[config.mk]
export PLATFORM = sky130hd
export DESIGN_NAME = ahbl_apb4_bridge_mslot
export DESIGN_NICKNAME = d
export VERILOG_FILES = /design/src/rtl/ahbl_apb_pkg.sv /design/src/rtl/apb_access_timer.sv /design/src/rtl/ahbl_apb4_bridge_mslot.sv
export SDC_FILE = /design/constraint.sdc
export NUM_CORES = 1
export LEC_CHECK = 0
export CAP_MARGIN = 20
export CORE_ASPECT_RATIO = 1.4
export CORE_MARGIN = 10
export CORE_UTILIZATION = 42
export CTS_CLUSTER_SIZE = 28
export DETAILED_ROUTE_END_ITERATION = 8
export GPL_ROUTABILITY_DRIVEN = 0
export PLACE_DENSITY = 0.93
export SYNTH_ARGS = -nofsm -noshare
export SYNTH_HDL_FRONTEND = slang
export SYNTH_HIERARCHICAL = 1
export SYNTH_SLANG_ARGS = --single-unit
[constraint.sdc]
create_clock -name HCLK -period 10.8 [get_ports HCLK]
set_input_delay 2.16 -clock HCLK [delete_from_list [all_inputs] [get_ports HCLK]]
set_output_delay 2.16 -clock HCLK [all_outputs]
set_load 0.02 [all_outputs]
[src/rtl/ahbl_apb_pkg.sv]
`default_nettype none
// +--------------------------------------------------------------------------+
// | Package     : ahbl_apb_pkg                                               |
// | Description : Shared AHB-Lite / APB4 encodings, bridge FSM state type    |
// |               and small helper functions for the AHB-to-APB bridge.      |
// | Revision    : 1.0 - initial release                                      |
// +--------------------------------------------------------------------------+
package ahbl_apb_pkg;

  // AHB-Lite transfer types
  localparam logic [1:0] HTRANS_IDLE   = 2'b00;
  localparam logic [1:0] HTRANS_BUSY   = 2'b01;
  localparam logic [1:0] HTRANS_NONSEQ = 2'b10;
  localparam logic [1:0] HTRANS_SEQ    = 2'b11;

  // AHB-Lite response encodings
  localparam logic HRESP_OKAY  = 1'b0;
  localparam logic HRESP_ERROR = 1'b1;

  // AHB-Lite transfer sizes supported by the bridge
  localparam logic [2:0] HSIZE_BYTE = 3'd0;
  localparam logic [2:0] HSIZE_HALF = 3'd1;
  localparam logic [2:0] HSIZE_WORD = 3'd2;

  typedef enum logic [2:0] {
    IDLE   = 3'd0,
    WDATA  = 3'd1,
    SETUP  = 3'd2,
    ACCESS = 3'd3,
    ERR1   = 3'd4,
    ERR2   = 3'd5
  } bridge_state_t;

  // Timeout counter width: just wide enough to hold the limit, clamped to 8..16.
  function automatic int timer_width(input int cycles);
    int w;
    w = 8;
    for (int i = 8; i < 16; i++) begin
      if ((cycles >> i) != 0) w = i + 1;
    end
    return w;
  endfunction

  // APB4 write strobes for a naturally aligned byte/half/word transfer.
  function automatic logic [3:0] strobe_for(input logic [2:0] size,
                                            input logic [1:0] addr_lo);
    logic [3:0] strb;
    case (size)
      HSIZE_BYTE: strb = 4'b0001 << addr_lo;
      HSIZE_HALF: strb = 4'b0011 << {addr_lo[1], 1'b0};
      HSIZE_WORD: strb = 4'b1111;
      default:    strb = 4'b0000;
    endcase
    return strb;
  endfunction

endpackage
`default_nettype wire

[src/rtl/apb_access_timer.sv]
`default_nettype none
// +--------------------------------------------------------------------------+
// | Module      : apb_access_timer                                           |
// | Description : Saturating ACCESS-phase cycle counter. Cleared by i_load,  |
// |               counts while i_enable, flags o_expire on the last allowed  |
// |               ACCESS cycle.                                              |
// | Ports       : clk, rst (async, active-high)                              |
// |               i_load   - clear the counter (SETUP cycle)                 |
// |               i_enable - count this cycle (ACCESS cycle)                 |
// |               o_expire - counter reached TIMEOUT_CYCLES-1 while enabled  |
// | Revision    : 1.0 - initial release                                      |
// +--------------------------------------------------------------------------+
module apb_access_timer
  import ahbl_apb_pkg::*;
#(
  parameter int TIMEOUT_CYCLES = 8
) (
  input  logic clk,
  input  logic rst,
  input  logic i_load,
  input  logic i_enable,
  output logic o_expire
);

  localparam int             C_WIDTH = timer_width(TIMEOUT_CYCLES);
  localparam logic [C_WIDTH-1:0] C_LAST = C_WIDTH'(TIMEOUT_CYCLES - 1);

  logic [C_WIDTH-1:0] r_count;

  always_ff @(posedge clk or posedge rst) begin
    if (rst) begin
      r_count <= '0;
    end else if (i_load) begin
      r_count <= '0;
    end else if (i_enable && (r_count != '1)) begin
      r_count <= r_count + C_WIDTH'(1);
    end
  end

  assign o_expire = i_enable && (r_count == C_LAST);

endmodule
`default_nettype wire

[src/rtl/ahbl_apb4_bridge_mslot.sv]
`default_nettype none
// +--------------------------------------------------------------------------+
// | Module      : ahbl_apb4_bridge_mslot                                     |
// | Description : AHB-Lite slave to APB4 master bridge with NUM_SLOTS        |
// |               one-hot PSEL lines, PSTRB/PPROT generation, optional       |
// |               ACCESS timeout and ERROR response for unmapped slots or    |
// |               unsupported sizes.                                         |
// | Ports       : HCLK, HRESET (async, active-high)                          |
// |               AHB side : HSEL HADDR HTRANS HWRITE HSIZE HPROT HWDATA     |
// |                          HREADYIN -> HREADYOUT HRESP HRDATA              |
// |               APB side : PSEL PADDR PENABLE PWRITE PWDATA PSTRB PPROT    |
// |                          <- PRDATA PREADY PSLVERR                        |
// | Revision    : 1.0 - initial release                                      |
// +--------------------------------------------------------------------------+
module ahbl_apb4_bridge_mslot
  import ahbl_apb_pkg::*;
#(
  parameter int NUM_SLOTS      = 16,
  parameter int SLOT_LSB       = 24,
  parameter int PADDR_WIDTH    = 24,
  parameter int TIMEOUT_CYCLES = 0
) (
  input  logic                   HCLK,
  input  logic                   HRESET,
  input  logic                   HSEL,
  input  logic [31:0]            HADDR,
  input  logic [1:0]             HTRANS,
  input  logic                   HWRITE,
  input  logic [2:0]             HSIZE,
  input  logic [3:0]             HPROT,
  input  logic [31:0]            HWDATA,
  input  logic                   HREADYIN,
  output logic                   HREADYOUT,
  output logic                   HRESP,
  output logic [31:0]            HRDATA,
  output logic [NUM_SLOTS-1:0]   PSEL,
  output logic [PADDR_WIDTH-1:0] PADDR,
  output logic                   PENABLE,
  output logic                   PWRITE,
  output logic [31:0]            PWDATA,
  output logic [3:0]             PSTRB,
  output logic [2:0]             PPROT,
  input  logic [31:0]            PRDATA,
  input  logic                   PREADY,
  input  logic                   PSLVERR
);

  bridge_state_t          r_state;
  bridge_state_t          w_next_state;

  logic [3:0]             r_slot;
  logic [PADDR_WIDTH-1:0] r_paddr;
  logic                   r_pwrite;
  logic [3:0]             r_pstrb;
  logic [2:0]             r_pprot;
  logic [31:0]            r_pwdata;
  logic [31:0]            r_hrdata;

  logic                   w_accept;
  logic [3:0]             w_slot;
  logic                   w_slot_bad;
  logic                   w_size_bad;
  logic                   w_decode_err;
  logic                   w_expire;
  logic                   w_hreadyout;
  logic                   w_hresp;
  logic                   w_penable;
  logic                   w_sel_active;
  logic [NUM_SLOTS-1:0]   w_psel;
  logic                   w_unused;

  // Address-phase decode. Only NONSEQ/SEQ start a transfer; IDLE/BUSY get the
  // zero-wait OKAY that IDLE already presents.
  assign w_accept     = HSEL && HREADYIN && (r_state == IDLE) &&
                        (HTRANS != HTRANS_IDLE) && (HTRANS != HTRANS_BUSY);
  assign w_slot       = HADDR[SLOT_LSB+3:SLOT_LSB];
  assign w_slot_bad   = ({1'b0, w_slot} >= 5'(NUM_SLOTS));
  assign w_size_bad   = (HSIZE > HSIZE_WORD);
  assign w_decode_err = w_slot_bad || w_size_bad;

  // Address bits outside the slot/PADDR fields and the cacheable/bufferable
  // HPROT bits have no APB meaning.
  assign w_unused = ^{HPROT[3:2], HADDR};

  generate
    if (TIMEOUT_CYCLES > 0) begin : g_timer
      apb_access_timer #(
        .TIMEOUT_CYCLES(TIMEOUT_CYCLES)
      ) u_timer (
        .clk      (HCLK),
        .rst      (HRESET),
        .i_load   (r_state == SETUP),
        .i_enable (r_state == ACCESS),
        .o_expire (w_expire)
      );
    end else begin : g_no_timer
      assign w_expire = 1'b0;
    end
  endgenerate

  // ---------------------------------------------------------------- FSM ---
  always_ff @(posedge HCLK or posedge HRESET) begin
    if (HRESET) begin
      r_state <= IDLE;
    end else begin
      r_state <= w_next_state;
    end
  end

  always_comb begin
    w_next_state = r_state;
    w_hreadyout  = 1'b0;
    w_hresp      = HRESP_OKAY;
    w_penable    = 1'b0;
    w_sel_active = 1'b0;
    case (r_state)
      IDLE: begin
        w_hreadyout = 1'b1;
        if (w_accept) begin
          if (w_decode_err) begin
            w_next_state = ERR1;
          end else if (HWRITE) begin
            w_next_state = WDATA;
          end else begin
            w_next_state = SETUP;
          end
        end
      end
      WDATA: begin
        w_next_state = SETUP;
      end
      SETUP: begin
        w_sel_active = 1'b1;
        w_next_state = ACCESS;
      end
      ACCESS: begin
        w_sel_active = 1'b1;
        w_penable    = 1'b1;
        // PSLVERR only counts when qualified by PREADY.
        if (PREADY) begin
          w_next_state = PSLVERR ? ERR1 : IDLE;
        end else if (w_expire) begin
          w_next_state = ERR1;
        end
      end
      ERR1: begin
        w_hresp      = HRESP_ERROR;
        w_next_state = ERR2;
      end
      ERR2: begin
        w_hreadyout  = 1'b1;
        w_hresp      = HRESP_ERROR;
        w_next_state = IDLE;
      end
      default: begin
        w_next_state = IDLE;
      end
    endcase
  end

  always_comb begin
    w_psel = '0;
    for (int i = 0; i < NUM_SLOTS; i++) begin
      if (w_sel_active && (r_slot == 4'(i))) w_psel[i] = 1'b1;
    end
  end

  // -------------------------------------------------- APB request fields ---
  // Captured on a mapped accept and held until the next mapped accept, so
  // they are stable through SETUP/ACCESS and after completion.
  always_ff @(posedge HCLK or posedge HRESET) begin
    if (HRESET) begin
      r_slot   <= '0;
      r_paddr  <= '0;
      r_pwrite <= 1'b0;
      r_pstrb  <= '0;
      r_pprot  <= '0;
    end else if (w_accept && !w_decode_err) begin
      r_slot   <= w_slot;
      r_paddr  <= HADDR[PADDR_WIDTH-1:0];
      r_pwrite <= HWRITE;
      r_pstrb  <= HWRITE ? strobe_for(HSIZE, HADDR[1:0]) : 4'b0000;
      r_pprot  <= {~HPROT[0], 1'b1, HPROT[1]};
    end
  end

  // HWDATA belongs to the AHB data phase, which is the WDATA cycle.
  always_ff @(posedge HCLK or posedge HRESET) begin
    if (HRESET) begin
      r_pwdata <= '0;
    end else if (r_state == WDATA) begin
      r_pwdata <= HWDATA;
    end
  end

  always_ff @(posedge HCLK or posedge HRESET) begin
    if (HRESET) begin
      r_hrdata <= '0;
    end else if ((r_state == ACCESS) && PREADY && !PSLVERR && !r_pwrite) begin
      r_hrdata <= PRDATA;
    end
  end

  assign HREADYOUT = w_hreadyout;
  assign HRESP     = w_hresp;
  assign HRDATA    = r_hrdata;
  assign PSEL      = w_psel;
  assign PENABLE   = w_penable;
  assign PADDR     = r_paddr;
  assign PWRITE    = r_pwrite;
  assign PWDATA    = r_pwdata;
  assign PSTRB     = r_pstrb;
  assign PPROT     = r_pprot;

endmodule
`default_nettype wire

# --- Yosys cells after proc, flatten, opt, wreduce, memory -nomap -nowiden ---
# Cells that the tools add are included.
word_totals:
  n_memories: 0
  latchBits: 0
  register_bits: 103
  romBits: 0
  ram_bits: 0
  input_bits: 112
op_classes:
  add_sub_neg: 0
  muxes: 28
  reduce_logical: 35
  magnitude_cmp: 1
  eq_ne: 25
  shifts: 2
  bitwise_logic: 1
  mul: 0
  div_mod_pow: 0
ops:
  columns: ["operator", "count"]
  rows:
  - ["$eq 4x4->1 const B", 8]
  - ["$logic_and 1x1->1", 24]
  - ["$mux 1", 20]
  - ["$eq 4x3->1 const B", 4]
  - ["$pmux 3 s5", 1]
  - ["$mux 3", 4]
  - ["$pmux 4 s3", 1]
  - ["$eq 3x2->1 const B", 3]
  - ["$eq 4x2->1 const B", 2]
  - ["$eq 3x1->1 const B", 2]
  - ["$eq 3x3->1 const B", 2]
  - ["$logic_not 3->1", 2]
  - ["$reduce_or 2->1", 3]
  - ["$eq 4x1->1 const B", 1]
  - ["$logic_not 4->1", 1]
  - ["$mux 4", 1]
  - ["$ne 2x2->1 const B", 2]
  - ["$shl 1x2->4 const A", 1]
  - ["$shl 2x2->4 const A", 1]
  - ["$gt 3x2->1 const B", 1]
  - ["$logic_not 1->1", 3]
  - ["$mux 2", 1]
  - ["$ne 2x1->1 const B", 1]
  - ["$reduce_and 2->1", 1]
  - ["other kinds (2)", 2]

# --- Logic depth before layout (Yosys ltp) ---
# Gate-level depths: netlist of the first run.
depth:
  ltp_word: 6
  ltp_mapped: 7
  mapped_depth_nobuf: 3

# --- Worst setup path after synthesis of the first run ---
# OpenSTA, ideal clock, no wires.
synth_timing:
  kind: "reg2out"
  from: "register r_slot[0]"
  to: "output PSEL[0]"
  arrival_time_ps: 1575
  path_stages_with_launch: 3
  path_buffers: 0
  slack_ps: 7065
  cell_sequence: "dfrtp_1 or4b_2 nor3_1"
synth_via:
  elab_chain_len: 3
synth_lines:
  columns: ["item", "line", "source"]
  rows:
  - ["from (decl)", "ahbl_apb4_bridge_mslot.sv:51", "logic [3:0] r_slot;"]
  - ["from (signal assigned)", "ahbl_apb4_bridge_mslot.sv:179", "r_slot <= w_slot;"]
  - ["$logic_not 4->1", "ahbl_apb4_bridge_mslot.sv:164", "if (w_sel_active && (r_slot == 4'(i))) w_psel[i] = 1'b1;"]
  - ["$logic_and 1x1->1", "ahbl_apb4_bridge_mslot.sv:164", null]
  - ["$mux 1", "ahbl_apb4_bridge_mslot.sv:164", null]
  - ["to (decl)", "ahbl_apb4_bridge_mslot.sv:36", "output logic [NUM_SLOTS-1:0] PSEL,"]
# Every way passes these cells.

# --- Worst setup path in the final report of the first run ---
layout_timing:
  from: "register r_state[1]"
  to: "output PSEL[0]"
layout_via:
  elab_chain_len: 5
layout_lines:
  columns: ["item", "line", "source"]
  rows:
  - ["from (decl)", "ahbl_apb4_bridge_mslot.sv:48", "bridge_state_t r_state;"]
  - ["from (signal assigned)", "ahbl_apb4_bridge_mslot.sv:106", "r_state <= w_next_state;"]
  - ["$eq 3x2->1", "ahbl_apb4_bridge_mslot.sv:116", "case (r_state)"]
  - ["$reduce_or 2->1 (no source line) (*)", null, null]
  - ["$mux 1 (*)", "ahbl_apb4_bridge_mslot.sv:116", null]
  - ["$logic_and 1x1->1 (*)", "ahbl_apb4_bridge_mslot.sv:164", null]
  - ["$mux 1 (*)", "ahbl_apb4_bridge_mslot.sv:164", null]
# Every way passes the cells marked *; elsewhere a longest branch is shown, timed or not.

==> flow_metrics.py, run 1 <==
metrics = {
    "finish": {
        "fillers": 726,
        "nets": 609,
        "ff_latch_area_um2": 2577,
        "multi_input_area_um2": 1551,
        "drive_gt1_share_pct": 23.11,
        "final_core_util_pct": 68.83,
        "areaGrowthSynthToFinish_pct": 60.74,
        "insertedDiodeCount": 0,
    },
    "logic_synthesis": {
        "netlist_instances": 278,
        "synth_top_area_share_pct": 60.80,
        "yosys-top-cells-count": "dfrtp_1, mux2_2, mux2_4",
        "syn_area_per_cell_um2": 15.25,
        "synth.ff_latch_count": 103,
        "synth_nets": 390,
        "ys_warn_count": 6,
        "synthFlopType": "dfrtp_1",
        "yosysSeqAreaShare_pct": 60.80,
        "synth.most_common_cell": "dfrtp_1",
        "synth_largest_area_cell": "dfrtp_1",
        "synth_area_um2": 4239,
        "synthTopCellsByArea": "dfrtp_1, mux2_2, mux2_4, o31ai_1, nor2_1",
        "ys_types": 35,
        "ys_async_sr_fraction_pct": 100.0,
        "synth_edf_count": 0,
    },
    "cts": {
        "h-tree-depth": 3,
        "clk_pin_slew_ps": 60,
        "cts_tree": "done",
        "cts_hold_buf": 0,
        "post_cts_buffers": 0,
        "insertion_delay_ps": 340,
        "cts_sinks": 103,
        "clock_path_buffers": 2,
        "numCtsBuffers": 9,
        "cts-root-buf": "clkbuf_16",
        "cts_resized": 0,
    },
    "floorplanning": {
        "die_y_um": 138.9,
        "dieArea_um2": 14570,
        "rows": 43,
        "die_w_um": 104.9,
        "initial_core_util_pct": 42.82,
        "pin_count": 227,
        "core_region_area_um2": 9899,
    },
    "worst_setup_path": {
        "cpLargestDelayFamily": "simple AND/OR/NAND/NOR gates",
        "crit_type": "flip-flop to output pin",
        "path_cells": "or4b_2 > nor3_1 > clkdlybuf4s50_1",
        "cp_max_fo": 15,
        "path_buf_inv": 1,
        "critPathSlowestCell": "or4b_2",
        "critical_path_arrival_ps": 2490,
        "cp-start-kind": "flip-flop",
        "endpoint_kind": "output pin",
        "slowest_delay_ps": 700,
        "required_ps": 8640,
    },
    "global_route": {
        "grt_pass1_vias": 3591,
        "antenna_found_initial": 0,
        "grt_pass1_wl_um": 20020,
        "grt_usage_pct": 17.47,
        "grt_remaining_overflow": 0,
        "grt_max_degree": 65,
    },
    "timing": {
        "max_slew_margin_pct": 32.14,
        "final_hold_viol_count": 0,
        "tns_ps": 0,
        "max_freq_mhz": 215.2,
        "rsz0062_at_grt": "false",
        "finalSetupViolCount": 0,
        "fin_crit_sh_pct": 43.03,
        "tightest_slew_ps": 1018,
        "fin_hold_ws_ps": 490.6,
        "final_max_slew_viol_count": 0,
        "period_needed_ps": 4647,
        "fin_skew_ps": 8.417,
    },
    "power": {
        "powerDensity_nw_per_um2": 290.1,
        "p_total_mw": 1.977,
        "leakagePower_nw": 2.925,
        "peakVddDrop_mv": 0.1597,
    },
    "route": {
        "drt-initial-drc-count": 132,
        "vias_per_cell": 4.943,
        "drc": 0,
        "vias": 3149,
        "totalWireLength_um": 12780,
        "wire_per_inst_um": 20.06,
        "ant_nets": 0,
        "firstDrtPassIters": 4,
    },
    "flow_run": {
        "cap_violations": 0,
    },
    "placement": {
        "io_buffers": 219,
        "hpwl_um": 10220,
    },
    "worst_hold_path": {
        "hold_class": "flip-flop to flip-flop",
    },
    "outcome": {
        "status": "finished clean",
    },
}
worst paths after layout:
path,slack (ps),to,start,cells after the start
worst max-delay path,6150,PSEL[0],r_state[1]$_DFFE_PP0P_,3
worst min-delay path,490,PPROT[1]$_DFFE_PP0P_,PPROT[1]$_DFFE_PP0P_,1
worst max register to register,8280,PADDR[11]$_DFFE_PP0P_,r_state[1]$_DFFE_PP0P_,3
worst min register to register,490,PPROT[1]$_DFFE_PP0P_,PPROT[1]$_DFFE_PP0P_,1
max in group asynchronous,7430,PWDATA[31]$_DFFE_PP0N_,HRESET,3
min in group asynchronous,2190,PWDATA[24]$_DFFE_PP0N_,HRESET,2
where the power goes:
part | switching, mW | leakage, nW | total [mW] | internal (mW)
clock | 0.136 | 0.136 | 0.316 | 0.180
combinational | 0.448 | 1.51 | 0.980 | 0.532
sequential | 0.116 | 1.28 | 0.680 | 0.564
total | 0.701 | 2.92 | 1.98 | 1.28
area by class of cell:
class	instances	share of cell area (%)
Sequential cell	103	37.83
Timing Repair Buffer	222	32.50
Multi-Input combinational cell	159	22.77
Clock buffer	11	3.415
Tap cell	135	2.479
Clock inverter	5	0.8630
Inverter	2	0.1469
metal layers:
layer / wire length, µm / vias up / part of all wire (%) / GRT usage [%]
li1: - / 1440 / - / -
met3: 856 / 27 / 6.7 / 5.395
met1: 4577 / 1548 / 36 / 17.74
met2: 6906 / 134 / 54 / 31.16
met5: 0 / - / 0 / 0
met4: 435 / 0 / 3.4 / 9.130
cells in the final DEF, fill, tap and decap left out, types with 2 or more instances in the layout:
cell type	instances
nand2_1	2
nand3_1	2
o31ai_1	9
buf_4	3
clkbuf_16	9
mux2_4	24
nor2_1	16
mux2_2	70
nand2b_1	5
a311oi_1	2
a21oi_1	5
nor3_1	4
clkbuf_1	2
nand4bb_1	2
clkdlybuf4s50_1	219
clkinvlp_4	2
dfrtp_1	103
metrics by stage:
| stage | worst slack [ps] | cells | cell area (µm²) |
|---|---|---|---|
| 2_1_floorplan | 5936 | 278 | 4239 |
| 3_3_place_gp | 6325 | 621 | 6523 |
| 3_5_place_dp | 6284 | 621 | 6523 |
| 4_1_cts | 6131 | 637 | 6814 |
| 5_1_grt | 6046 | 637 | 6814 |
| 6_report | 6153 | 637 | 6814 |
cells by family (layout without fill, tap and decap cells):
group | after synthesis | after routing | share of synthesized area, %
flip-flops | 103 | 103 | 60.80
AO/OA/AOI/OAI | 22 | 22 | 3.689
buffers and inverters | 16 | 240 | 2.745
XOR/XNOR | 1 | 1 | 0.2066
AND/OR/NAND/NOR | 42 | 42 | 5.461
multiplexers | 94 | 94 | 27.10
sequential cells by signal, indices dropped and copies added, names as in the netlist:
register and count:
r_state 3, PWRITE 1, PWDATA 32, PADDR 24, PPROT 3, PSTRB 4, r_slot 4, HRDATA 32
No activity file was read; power rests on OpenSTA's default activity.
==> run 2, diff against run 1 <==
CORE_UTILIZATION = 39   (was 42)
PLACE_DENSITY = 0.88   (was 0.93)
clock period = 4.8 ns   (was 10.8 ns; I/O delays follow)
==> run 2 against run 1 <==
Against the previous run: sequential cell count stayed put; clock power rose by 130%; highest routed layer unchanged; critical path type unchanged; non-clock buffer count did not move; critical endpoint unchanged; critical path depth unchanged.
==> flow_metrics.py, run 2 (synthesis gave the netlist of run 1 again) <==
metrics = {
    "placement": {
        "io_buffers": 219,
        "pre_cts_slack_ps": 1495,
        "hpwl_um": 9708,
        "placed_cells": 627,
    },
    "finish": {
        "areaGrowthSynthToFinish_pct": 61.19,
        "insertedDiodeCount": 0,
        "nets": 609,
        "ff_latch_area_um2": 2577,
        "final_cell_mix": "clkdlybuf4s50_1, dfrtp_1, mux2_2",
        "drive_gt1_share_pct": 23.51,
        "multi_input_area_um2": 1556,
        "fillers": 815,
        "fin_cells": 643,
        "final_common_cell": "clkdlybuf4s50_1",
    },
    "global_route": {
        "grt_pass1_vias": 3428,
        "grt_max_degree": 76,
        "grt_pass1_wl_um": 19120,
        "grt_remaining_overflow": 0,
        "grt_usage_pct": 15.78,
        "antenna_found_initial": 0,
    },
    "cts": {
        "cts_sinks": 103,
        "cts_hold_buf": 0,
        "clk_pin_slew_ps": 70,
        "clock_path_buffers": 2,
        "h-tree-depth": 3,
        "numCtsBuffers": 9,
        "post_cts_buffers": 0,
        "cts_resized": 0,
        "cts_tree": "done",
        "cts-root-buf": "clkbuf_16",
        "insertion_delay_ps": 340,
    },
    "floorplanning": {
        "die_y_um": 143.4,
        "die_w_um": 108.1,
        "pin_count": 227,
        "initial_core_util_pct": 39.42,
        "core_region_area_um2": 10750,
        "dieArea_um2": 15500,
        "rows": 45,
    },
    "worst_setup_path": {
        "crit_type": "flip-flop to output pin",
        "worstSetupEndpoint": "PSEL[0]",
        "cp_max_fo": 15,
        "r2r.worst_path.cells": 3,
        "r2r-end": "PADDR[8]$_DFFE_PP0P_",
        "cp-start-kind": "flip-flop",
        "cp-startpoint": "r_state[1]$_DFFE_PP0P_",
        "r2r_setup_slack_ps": 2260,
        "endpoint_kind": "output pin",
        "worstReg2RegStart": "r_state[1]$_DFFE_PP0P_",
        "required_ps": 3840,
        "critical_path_arrival_ps": 2510,
    },
    "timing": {
        "period_needed_ps": 3468,
        "fin_skew_ps": 10.61,
        "finalSetupViolCount": 0,
        "final_max_slew_viol_count": 0,
        "rsz0062_at_grt": "false",
        "tightest_slew_ps": 1029,
        "fin_crit_sh_pct": 72.26,
        "max_slew_margin_pct": 31.40,
        "max_freq_mhz": 288.3,
        "final_hold_viol_count": 0,
        "tns_ps": 0,
        "fin_ws_ps": 1332,
    },
    "route": {
        "wl_met1_um": 4453,
        "wire_per_inst_um": 19.22,
        "top_layer": "met4",
        "vias": 3179,
        "firstDrtPassIters": 4,
        "dr_wl_met2_um": 6235,
        "ant_nets": 0,
        "totalWireLength_um": 12360,
        "drc": 0,
        "vias_per_cell": 4.944,
        "drt-initial-drc-count": 96,
        "wl_met3_um": 1373,
    },
    "power": {
        "leakagePower_nw": 2.927,
        "powerDensity_nw_per_um2": 649.9,
        "peakVddDrop_mv": 0.3125,
    },
    "outcome": {
        "status": "finished clean",
    },
    "worst_hold_path": {
        "hold_class": "flip-flop to flip-flop",
        "hold_depth": 1,
    },
    "flow_run": {
        "cap_violations": 0,
    },
}
run 2: layout make-up:
class / count / area share, %
Timing Repair Buffer: 222 / 32.41
Sequential cell: 103 / 37.72
Tap cell: 141 / 2.582
Multi-Input combinational cell: 159 / 22.78
Inverter: 2 / 0.1465
Clock inverter: 6 / 1.007
Clock buffer: 10 / 3.351
run 2: worst max-delay path, stage by stage (launching register included):
cell	delay (ps)
dfrtp_1	620
or4b_2	690
nor3_1	210
clkdlybuf4s50_1	650
run 2: how the worst min path moves through the flow:
stage,startpoint,to
floorplan,r_slot[0]$_DFFE_PP0P_,r_slot[0]$_DFFE_PP0P_
finish,PPROT[1]$_DFFE_PP0P_,PPROT[1]$_DFFE_PP0P_
CTS,PPROT[1]$_DFFE_PP0P_,PPROT[1]$_DFFE_PP0P_
detailed placement,PPROT[1]$_DFFE_PP0P_,PPROT[1]$_DFFE_PP0P_
global placement,PPROT[1]$_DFFE_PP0P_,PPROT[1]$_DFFE_PP0P_
global route,PADDR[23]$_DFFE_PP0P_,PADDR[23]$_DFFE_PP0P_
run 2: report_power, final:
group	total (mW)	switching [mW]	internal (mW)
logic	2.19	0.991	1.20
clock network	0.725	0.318	0.407
registers	1.53	0.258	1.27
run 2: layer usage:
layer	global-route usage, %	vias to the layer above
li1	-	1433
met1	16.93	1568
met2	26.34	156
met3	6.948	22
met4	6.559	0
met5	0	-
run 2: per-stage QoR:
stage | power, mW | util (%) | hold WS, ps | cell area, µm²
finish | 4.441 | 63.54 | 487.9 | 6833
CTS | 4.501 | 63.54 | 494.6 | 6833
global placement | 3.677 | 60.77 | 451.9 | 6535
floorplan | 2.656 | - | 532.3 | 4239
global route | 4.688 | 63.54 | 514.8 | 6833
detailed placement | 3.755 | 60.77 | 474.3 | 6535
==> edit (config.mk and constraints of run 2) <==
Reset style: synchronous (`HRESET` and `rst`), changed in 5 clocked blocks. Comments in the files are not updated.
--- a/src/rtl/apb_access_timer.sv
+++ b/src/rtl/apb_access_timer.sv
@@ -28,5 +28,5 @@
   logic [C_WIDTH-1:0] r_count;
 
-  always_ff @(posedge clk or posedge rst) begin
+  always_ff @(posedge clk) begin
     if (rst) begin
       r_count <= '0;
--- a/src/rtl/ahbl_apb4_bridge_mslot.sv
+++ b/src/rtl/ahbl_apb4_bridge_mslot.sv
@@ -100,5 +100,5 @@
 
   // ---------------------------------------------------------------- FSM ---
-  always_ff @(posedge HCLK or posedge HRESET) begin
+  always_ff @(posedge HCLK) begin
     if (HRESET) begin
       r_state <= IDLE;
@@ -169,5 +169,5 @@
   // Captured on a mapped accept and held until the next mapped accept, so
   // they are stable through SETUP/ACCESS and after completion.
-  always_ff @(posedge HCLK or posedge HRESET) begin
+  always_ff @(posedge HCLK) begin
     if (HRESET) begin
       r_slot   <= '0;
@@ -186,5 +186,5 @@
 
   // HWDATA belongs to the AHB data phase, which is the WDATA cycle.
-  always_ff @(posedge HCLK or posedge HRESET) begin
+  always_ff @(posedge HCLK) begin
     if (HRESET) begin
       r_pwdata <= '0;
@@ -194,5 +194,5 @@
   end
 
-  always_ff @(posedge HCLK or posedge HRESET) begin
+  always_ff @(posedge HCLK) begin
     if (HRESET) begin
       r_hrdata <= '0;
Check against the original RTL: differs if HRESET is asserted again (counterexample within 4 cycles, from zero or initial values and one cycle with HRESET high); with HRESET held inactive, the same outputs for 10 cycles.
==> edit against run 2 <==
Non-clock buffer count increased by 5; design area decreased by 1.9%; register-to-register slack improved by 0.64 ns; area after synthesis decreased by 2.5%; setup slack improved by 0.13 ns; routed wire length increased by 18%; sequential cell count unchanged; sequential share of layout area decreased by 6.9 points; global-route usage increased by 2.6 points; clock skew decreased by 0.0018 ns; largest cell class is now non-clock buffers; highest routed layer unchanged.
Power is not compared: it rests on default switching activity, and its combinational part moved more than twofold at a synthesized area within 25%.
==> edit: results (changes against run 2) <==
Critical path
  • Crit-path max FO: 15 (unchanged)
  • Worst Setup SP: r_state[1]$_SDFFE_PP0P_ (was r_state[1]$_DFFE_PP0P_)
  • Max stage delay on crit path: 0.66 ns (was 0.69 ns)
  • Slowest CP cell: clkdlybuf4s50_1 (was or4b_2)
  • Reg-to-reg slack, setup: 2.90 ns (was 2.26 ns)
  • Reg-to-reg endpoint: PPROT[2]$_SDFFE_PP0P_ (was PADDR[8]$_DFFE_PP0P_)

Hold path
  • Hold endpoint: PADDR[18]$_SDFFE_PP0P_ (was PPROT[1]$_DFFE_PP0P_)
  • Depth of the worst hold-timing path: 2 (was 1)
  • Hold Crit Start: PADDR[18]$_SDFFE_PP0P_ (was PPROT[1]$_DFFE_PP0P_)

Drt
  • Initial drt markers: 141 (was 96)
  • Via count: 4296 (was 3179)
  • Total Wirelength: 14600 µm (was 12400 µm)
  • WL met2: 7530 µm (was 6240 µm)
  • Met3 WL: 1720 µm (was 1370 µm)

Place
  • Pre-CTS setup slack: 1.80 ns (was 1.49 ns)
  • Post-DP Area: 6400 µm² (was 6540 µm²)
  • Post-Place Cells: 826 (was 627)
  • Hpwl dp: 11300 µm (was 9710 µm)

Logic synthesis
  • Sequential share of the synthesized area: 0.499 (was 0.608)
  • Synth Area per Inst: 8.17 µm² (was 15.2 µm²)
  • Synth cell count leaders: nand2_1 (123), dfxtp_1 (103), a21oi_1 (68), nand3_1 (35), clkbuf_1 (33) (was dfrtp_1 (103), mux2_2 (70), mux2_4 (24), nor2_1 (16), o31ai_1 (9))
  • Distinct cells, synth: 37 (was 35)
  • Syn. warnings: 6 (unchanged)
  • Post-synthesis mux area share: 0.0754 (was 0.271)
  • Synth area leaders: dfxtp_1 (50%), nand2_1 (11%), a21oi_1 (8.2%) (was dfrtp_1 (61%), mux2_2 (19%), mux2_4 (8.5%))
  • Synth Net Count: 618 (was 390)
  • Post-synthesis compound-gate area fraction: 0.158 (was 0.0369)

STA
  • Fmax: 299 MHz (was 288 MHz)
  • Hold Slack: 0.453 ns (was 0.488 ns)
  • Max Clock Skew: 0.00880 ns (was 0.0106 ns)
  • Rel. slew slack: 0.512 (was 0.314)

Cells and area
  • Fill cell count: 852 (was 815)
  • Nets: 811 (was 609)
  • Share of cells above drive strength 1: 0.0455 (was 0.235)
  • Layout Cells excl Fill: 841 (was 643)

Pwr
  • Worst IR Drop VDD: 168 µV

Global route
  • Antenna violations before repair: 0 (unchanged)
  • Vias in the first global route: 4438 (was 3428)
  • Largest net degree at the start of global routing: 72 (was 76)
  • First-pass GRT wire length: 22600 µm (was 19100 µm)
  • GRT Total Usage: 0.184 (was 0.158)

Outcome
  • Status: finished, final reports clean (unchanged)
[edit: tightest hold or removal path, cell delays in order (launching register included)]
cell	delay, ns
dfxtp_1	0.31
nand2_1	0.05
mux2i_1	0.05
[edit: final cells by class]
type                       count  area [µm²]  area share
clock buffer                  12         256      0.0383
tap                          138         173      0.0258
sequential                   103        2060       0.308
clock inverter                 3        42.5     0.00635
inverter                       3        11.3     0.00168
timing repair buffer         227        2250       0.337
multi-input combinational    355        1900       0.284
[edit: power groups by stage]
stage               registers, mW  clock network [mW]  logic, mW
floorplan                   0.922                   0     0.0992
CTS                         0.891               0.749      0.266
global route                0.893               0.786      0.283
global placement            0.908                   0      0.257
detailed placement          0.910                   0      0.265
finish                      0.891               0.729      0.263
[edit: layer usage]
layer / GRT usage / up-vias
met3: 0.0975 / 23
met5: 0 / -
met4: 0.0658 / 0
met1: 0.174 / 1987
met2: 0.329 / 188
li1: - / 2098
